**src/rtl/mem_stage.sv**
```systemverilog
// Memory-access pipeline stage: issues loads/stores over a request/ready bus,
// stalls upstream while a transaction is outstanding, and formats load data for write-back.
module mem_stage (
   input  logic        clk,
   input  logic        rst,
   input  logic [4:0]  in_wd,
   input  logic        in_wreg,
   input  logic [31:0] in_wdata,
   input  logic [3:0]  in_mem_op,
   input  logic [31:0] in_mem_addr,
   input  logic [31:0] in_mem_sdata,
   output logic [4:0]  wb_wd,
   output logic        wb_wreg,
   output logic [31:0] wb_wdata,
   output logic        stall_req,
   output logic        addr_err,
   output logic        bus_req,
   output logic        bus_we,
   output logic [31:0] bus_addr,
   output logic [3:0]  bus_be,
   output logic [31:0] bus_wdata,
   input  logic        bus_ready,
   input  logic [31:0] bus_rdata
);

   typedef enum logic [1:0] {IDLE, REQ, DONE} state_t;

   localparam logic [3:0] OP_LB  = 4'd1;
   localparam logic [3:0] OP_LBU = 4'd2;
   localparam logic [3:0] OP_LH  = 4'd3;
   localparam logic [3:0] OP_LHU = 4'd4;
   localparam logic [3:0] OP_LW  = 4'd5;
   localparam logic [3:0] OP_SB  = 4'd6;
   localparam logic [3:0] OP_SH  = 4'd7;
   localparam logic [3:0] OP_SW  = 4'd8;

   function automatic logic is_mem_op(input logic [3:0] op);
      is_mem_op = (op >= OP_LB) && (op <= OP_SW);
   endfunction

   function automatic logic is_store_op(input logic [3:0] op);
      is_store_op = (op >= OP_SB) && (op <= OP_SW);
   endfunction

   function automatic logic misaligned(input logic [3:0] op, input logic [1:0] a);
      case (op)
         OP_LH, OP_LHU, OP_SH: misaligned = a[0];
         OP_LW, OP_SW:         misaligned = |a;
         default:              misaligned = 1'b0;
      endcase
   endfunction

   function automatic logic [3:0] byte_enables(input logic [3:0] op, input logic [1:0] a);
      case (op)
         OP_LB, OP_LBU, OP_SB: byte_enables = 4'b0001 << a;
         OP_LH, OP_LHU, OP_SH: byte_enables = a[1] ? 4'b1100 : 4'b0011;
         default:              byte_enables = 4'b1111;
      endcase
   endfunction

   function automatic logic [31:0] store_lanes(input logic [3:0] op, input logic [31:0] sd);
      case (op)
         OP_SB:   store_lanes = {4{sd[7:0]}};
         OP_SH:   store_lanes = {2{sd[15:0]}};
         default: store_lanes = sd;
      endcase
   endfunction

   // Lane select, then sign or zero extension depending on the load flavour.
   function automatic logic [31:0] load_format(input logic [3:0] op, input logic [1:0] lane,
                                               input logic [31:0] rd);
      logic        [7:0]  b;
      logic        [15:0] h;
      logic signed [7:0]  sb;
      logic signed [15:0] sh;
      b  = rd[{lane, 3'b000} +: 8];
      h  = lane[1] ? rd[31:16] : rd[15:0];
      sb = b;
      sh = h;
      case (op)
         OP_LB:   load_format = 32'(sb);
         OP_LBU:  load_format = {24'd0, b};
         OP_LH:   load_format = 32'(sh);
         OP_LHU:  load_format = {16'd0, h};
         OP_LW:   load_format = rd;
         default: load_format = 32'd0;
      endcase
   endfunction

   state_t      state;
   logic        req_we_p1;
   logic [31:0] req_addr_p1;
   logic [3:0]  req_be_p1;
   logic [31:0] req_wdata_p1;
   logic [3:0]  req_op_p1;
   logic [1:0]  req_lane_p1;
   logic [4:0]  req_wd_p1;
   logic        req_wreg_p1;
   logic [31:0] rdata_p2;

   logic in_is_mem;
   logic in_misal;
   logic issue;

   assign in_is_mem = is_mem_op(in_mem_op);
   assign in_misal  = misaligned(in_mem_op, in_mem_addr[1:0]);
   assign issue     = (state == IDLE) && in_is_mem && !in_misal;

   // Control state and bus request fields (cleared on reset).
   always_ff @(posedge clk) begin
      if (rst) begin
         state        <= IDLE;
         req_we_p1    <= 1'b0;
         req_addr_p1  <= 32'd0;
         req_be_p1    <= 4'd0;
         req_wdata_p1 <= 32'd0;
      end else begin
         case (state)
            IDLE: begin
               if (issue) begin
                  state        <= REQ;
                  req_we_p1    <= is_store_op(in_mem_op);
                  req_addr_p1  <= {in_mem_addr[31:2], 2'b00};
                  req_be_p1    <= byte_enables(in_mem_op, in_mem_addr[1:0]);
                  req_wdata_p1 <= store_lanes(in_mem_op, in_mem_sdata);
               end
            end
            REQ:     if (bus_ready) state <= DONE;
            DONE:    state <= IDLE;
            default: state <= IDLE;
         endcase
      end
   end

   // Write-back payload; only consumed in DONE, so no reset needed.
   always_ff @(posedge clk) begin
      if (issue) begin
         req_op_p1   <= in_mem_op;
         req_lane_p1 <= in_mem_addr[1:0];
         req_wd_p1   <= in_wd;
         req_wreg_p1 <= in_wreg;
      end
      if ((state == REQ) && bus_ready) rdata_p2 <= bus_rdata;
   end

   always_comb begin
      wb_wd     = 5'd0;
      wb_wreg   = 1'b0;
      wb_wdata  = 32'd0;
      stall_req = 1'b0;
      addr_err  = 1'b0;
      bus_req   = 1'b0;
      bus_we    = 1'b0;
      bus_addr  = 32'd0;
      bus_be    = 4'd0;
      bus_wdata = 32'd0;
      if (!rst) begin
         case (state)
            IDLE: begin
               wb_wd    = in_wd;
               wb_wdata = in_wdata;
               if (!in_is_mem) begin
                  wb_wreg = in_wreg;
               end else if (in_misal) begin
                  addr_err = 1'b1;
               end else begin
                  stall_req = 1'b1;
               end
            end
            REQ: begin
               wb_wd     = req_wd_p1;
               stall_req = 1'b1;
               bus_req   = 1'b1;
               bus_we    = req_we_p1;
               bus_addr  = req_addr_p1;
               bus_be    = req_be_p1;
               bus_wdata = req_wdata_p1;
            end
            DONE: begin
               wb_wd = req_wd_p1;
               if (!is_store_op(req_op_p1)) begin
                  wb_wreg  = req_wreg_p1;
                  wb_wdata = load_format(req_op_p1, req_lane_p1, rdata_p2);
               end
            end
            default: ;
         endcase
      end
   end

endmodule
```
**config.mk**
```make
export PLATFORM = sky130hd
export DESIGN_NAME = mem_stage
export DESIGN_NICKNAME = d
export VERILOG_FILES = /design/src/rtl/mem_stage.sv
export SDC_FILE = /design/constraint.sdc
export NUM_CORES = 1
export LEC_CHECK = 0
export ABC_AREA = 1
export CAP_MARGIN = 20
export CORE_UTILIZATION = 25
export CTS_CLUSTER_DIAMETER = 80
export DETAILED_ROUTE_END_ITERATION = 6
export SLEW_MARGIN = 25
export SYNTH_ARGS = -nofsm -noshare
export SYNTH_HDL_FRONTEND = slang
export SYNTH_SLANG_ARGS = --single-unit
```
**constraint.sdc**
```tcl
create_clock -name clk -period 1.85 [get_ports clk]
set_clock_uncertainty 0.15 [all_clocks]
set_input_delay 0.2775 -clock clk [delete_from_list [all_inputs] [get_ports clk]]
set_output_delay 0.2775 -clock clk [all_outputs]
set_load 0.01 [all_outputs]
```
==> results.md <==
* Most frequent cells in the layout: 154 x nand2_1, 143 x nor2_1, 134 x clkdlybuf4s50_1, 83 x buf_2, 72 x o21ai_0
* Root buf cell: clkbuf_16
* Pre-Repair DR Iteration Count at 4
* Synth Area in Compound Gates at 15.1%
* Die area at 0.0248 mm2
* Commonest non-fill, non-tap cell in the layout: nand2_1
* Crit share post-route at 140%
* DR iter-0 viols at 350
* Worst hold path class: primary input to flop
* P per Cell Area at 882 mW/mm2
* Die W at 158 um
* Total Wirelength at 24800 um
* Max H-tree Level at 4
* Cell Chain, Critical Path: buf_6 -> nor2_4 -> buf_6 -> nand2_8 -> buf_6 -> a21oi_4 -> buf_6 -> buf_8 -> nand2_2 -> nand2_1 -> buf_2
* Mapped Cells at 875
* Startpoint Class: flop
* Layout cells sized above 1 at 41.1%
* Clk buf depth at 2
* CP Buf/Inv Count at 6
* Via/cell ratio at 4.52
* Worst path required time at 1.42 ns
* First-pass GRT wire length at 36600 um
* Hpwl dp at 15500 um
* Pin slew with the least headroom to its limit at 0.818 ns
* Core area at 0.0236 mm2
* Wirelength per Cell at 15.8 um
* Critical path's largest stage delay at 0.42 ns
* Largest net degree at the start of global routing at 68
* Fin. max-slew vios at 0
* PnR worst setup slack at -0.743 ns
* CTS sink count at 113
* CP Class: flop to primary output
* Setup TNS at -48.30 ns
* Slew headroom at 45.5%
* Post-synthesis mux area share at 0.931%
* Sequential fraction of the synthesis area at 44.7%
* Cell Area, Synth at 0.00605 mm2
* GP Congestion at 0.840
* XOR/XNOR Fraction of Synth Area at 0%
* R2R setup slack at -0.17 ns
* Largest family of logic cells by synthesized area: simple AND/OR/NAND/NOR gates
* Final setup viols at 139
* Port buffer count at 248
* Most used cell, CP: buf_6
* Maxcap violations at 0
* Syn Area/Cell at 6.91 um2
* Outcome: finished with violations
* CTS tree: done
* Placed Area at 0.00946 mm2
* Clk Latency, worst-skew pair at 0.42 ns
* Synth Area in Simple Gates at 30.3%
* Adder-cell share of the synthesized area at 1.03%
* Final Cell Area at 0.0116 mm2
* F_max at 386 MHz
* RSZ-0062 raised after global routing: yes
* Family with the most delay on the worst path: buffers and inverters
* Register bit count reported by yosys at 113
* Total grt overflow at 0
* Pleak at 5.50 nW
* Initial core utilization at 25.6%
* Hold Fails Final Rpt at 0
* Crit path capture type: primary output
* Crit-path slowest cell: edfxtp_1
* Via count at 7100
* Peak VDD IR at 0.000541 V
* Syn-to-layout area delta at 92.4%
* I/O pin cnt at 251
* Die height at 158 um
* Routed Antenna Nets at 0
* Arrival time at the worst endpoint at 2.17 ns
* Final Net Count at 1385
* Worst-path clk slew at 0.05 ns
* Number of core rows at 56
* Total CTS buffers at 17
* Gr usage total at 19.4%
* Yosys synthesis warning count at 0
* CP max FO at 5
* Initial antenna violation count at 2
* # DRC at 0
* Final min period at 2.59 ns
* Vias in the first global route at 6794
* Final Core Density at 49.3%
* Dpl ws at -0.720 ns
* Failing checks: negative setup slack
* Yosys cell types at 31
## metal layers
metal | global-route usage [%] | wire [um]
met1 | 22.4 | 10200
met2 | 34.2 | 12400
met3 | 6.11 | 1820
met4 | 5.50 | 371
met5 | 0 | 0
## worst register-to-register path, cell delays in order (launching register included)
cell,delay (ns)
dfxtp_2,0.34
buf_6,0.12
ha_4,0.18
buf_12,0.13
buf_12,0.14
buf_6,0.12
buf_6,0.12
nand2_4,0.05
clkinvlp_4,0.13
buf_6,0.17
buf_12,0.14
## through the flow
step / cells / total power [W] / hold slack (ns)
6_report: 1572 / 0.0103 / 0.0795
5_1_grt: 1572 / 0.0108 / 0.0699
4_1_cts: 1559 / 0.00980 / 0.0575
3_5_place_dp: 1473 / 0.00559 / 0.336
3_3_place_gp: 1473 / 0.00557 / 0.332
2_1_floorplan: 876 / 0.00430 / 0.226
## where the power goes
part / internal, W / leakage [nW] / total (W) / switching (W)
Sequential: 0.00295 / 0.978 / 0.00320 / 0.000254
Clock: 0.00213 / 0.295 / 0.00343 / 0.00130
Combinational: 0.00185 / 4.23 / 0.00363 / 0.00179
Total: 0.00692 / 5.50 / 0.0103 / 0.00334
## cells by family after synthesis
kind of cell / after synthesis
buffers and inverters: 106
other: 1
DFF: 113
AOI/OAI and AO/OA: 174
adders and majority gates: 5
muxes: 5
and+or+nand+nor: 471
## final timing paths
path / start / to / depth (start not counted)
worst min register to register: req_we_p1$_SDFFE_PP0P_ / req_we_p1$_SDFFE_PP0P_ / 2
worst min-delay path: in_mem_op[3] / req_op_p1[3]$_DFFE_PP_ / 1
worst max-delay path: req_op_p1[3]$_DFFE_PP_ / wb_wdata[12] / 11
worst max register to register: state[0]$_SDFFE_PP0P_ / rdata_p2[7]$_DFFE_PP_ / 10
## registers in the layout, summed over array words and instances (netlist names)
| signal | cells |
|---|---|
| req_wdata_p1 | 32 |
| rdata_p2 | 32 |
| req_op_p1 | 4 |
| req_lane_p1 | 2 |
| req_addr_p1 | 30 |
| req_wreg_p1 | 1 |
| req_be_p1 | 4 |
| req_we_p1 | 1 |
| req_wd_p1 | 5 |
| state | 2 |
## what timing repair did
action                                 in CTS  in global routing
pin swaps                                  24                 85
gates cloned                               11                  4
endpoints found under the hold margin       0                  1
gates resized for setup                   602                274
setup endpoints to repair                 212                171
hold buffers                                0                  1
setup buffers                              43                 23
## layout make-up
type                       count  area (um2)
tap                          319         399
timing repair buffer         398        3870
fill                        2280       12000
antenna                        1        2.50
sequential                   113        2710
clock buffer                  17         425
inverter                      52         215
multi-input combinational    657        3830
clock inverter                15         181
## synthesized netlist by cell type (all sizes together)
master     n  area share (%)
or2        2            0.21
o21bai     1            0.12
dfxtp     69              23
nor3       1           0.083
inv       51             3.2
mux2       5            0.93
clkbuf    25             1.6
edfxtp    44              22
a21oi     50             4.2
clkinv     1           0.062
ha         5             1.0
nand4      1            0.10
o2111ai    1            0.14
nor2     191              12
nand3     14             1.2
o21ai    113             9.4
buf       29             3.1
conb       1           0.062
a22oi      1            0.21
o211ai     8            0.99
nand2    262              17
Note: power is estimated with default switching activity, not from simulation.
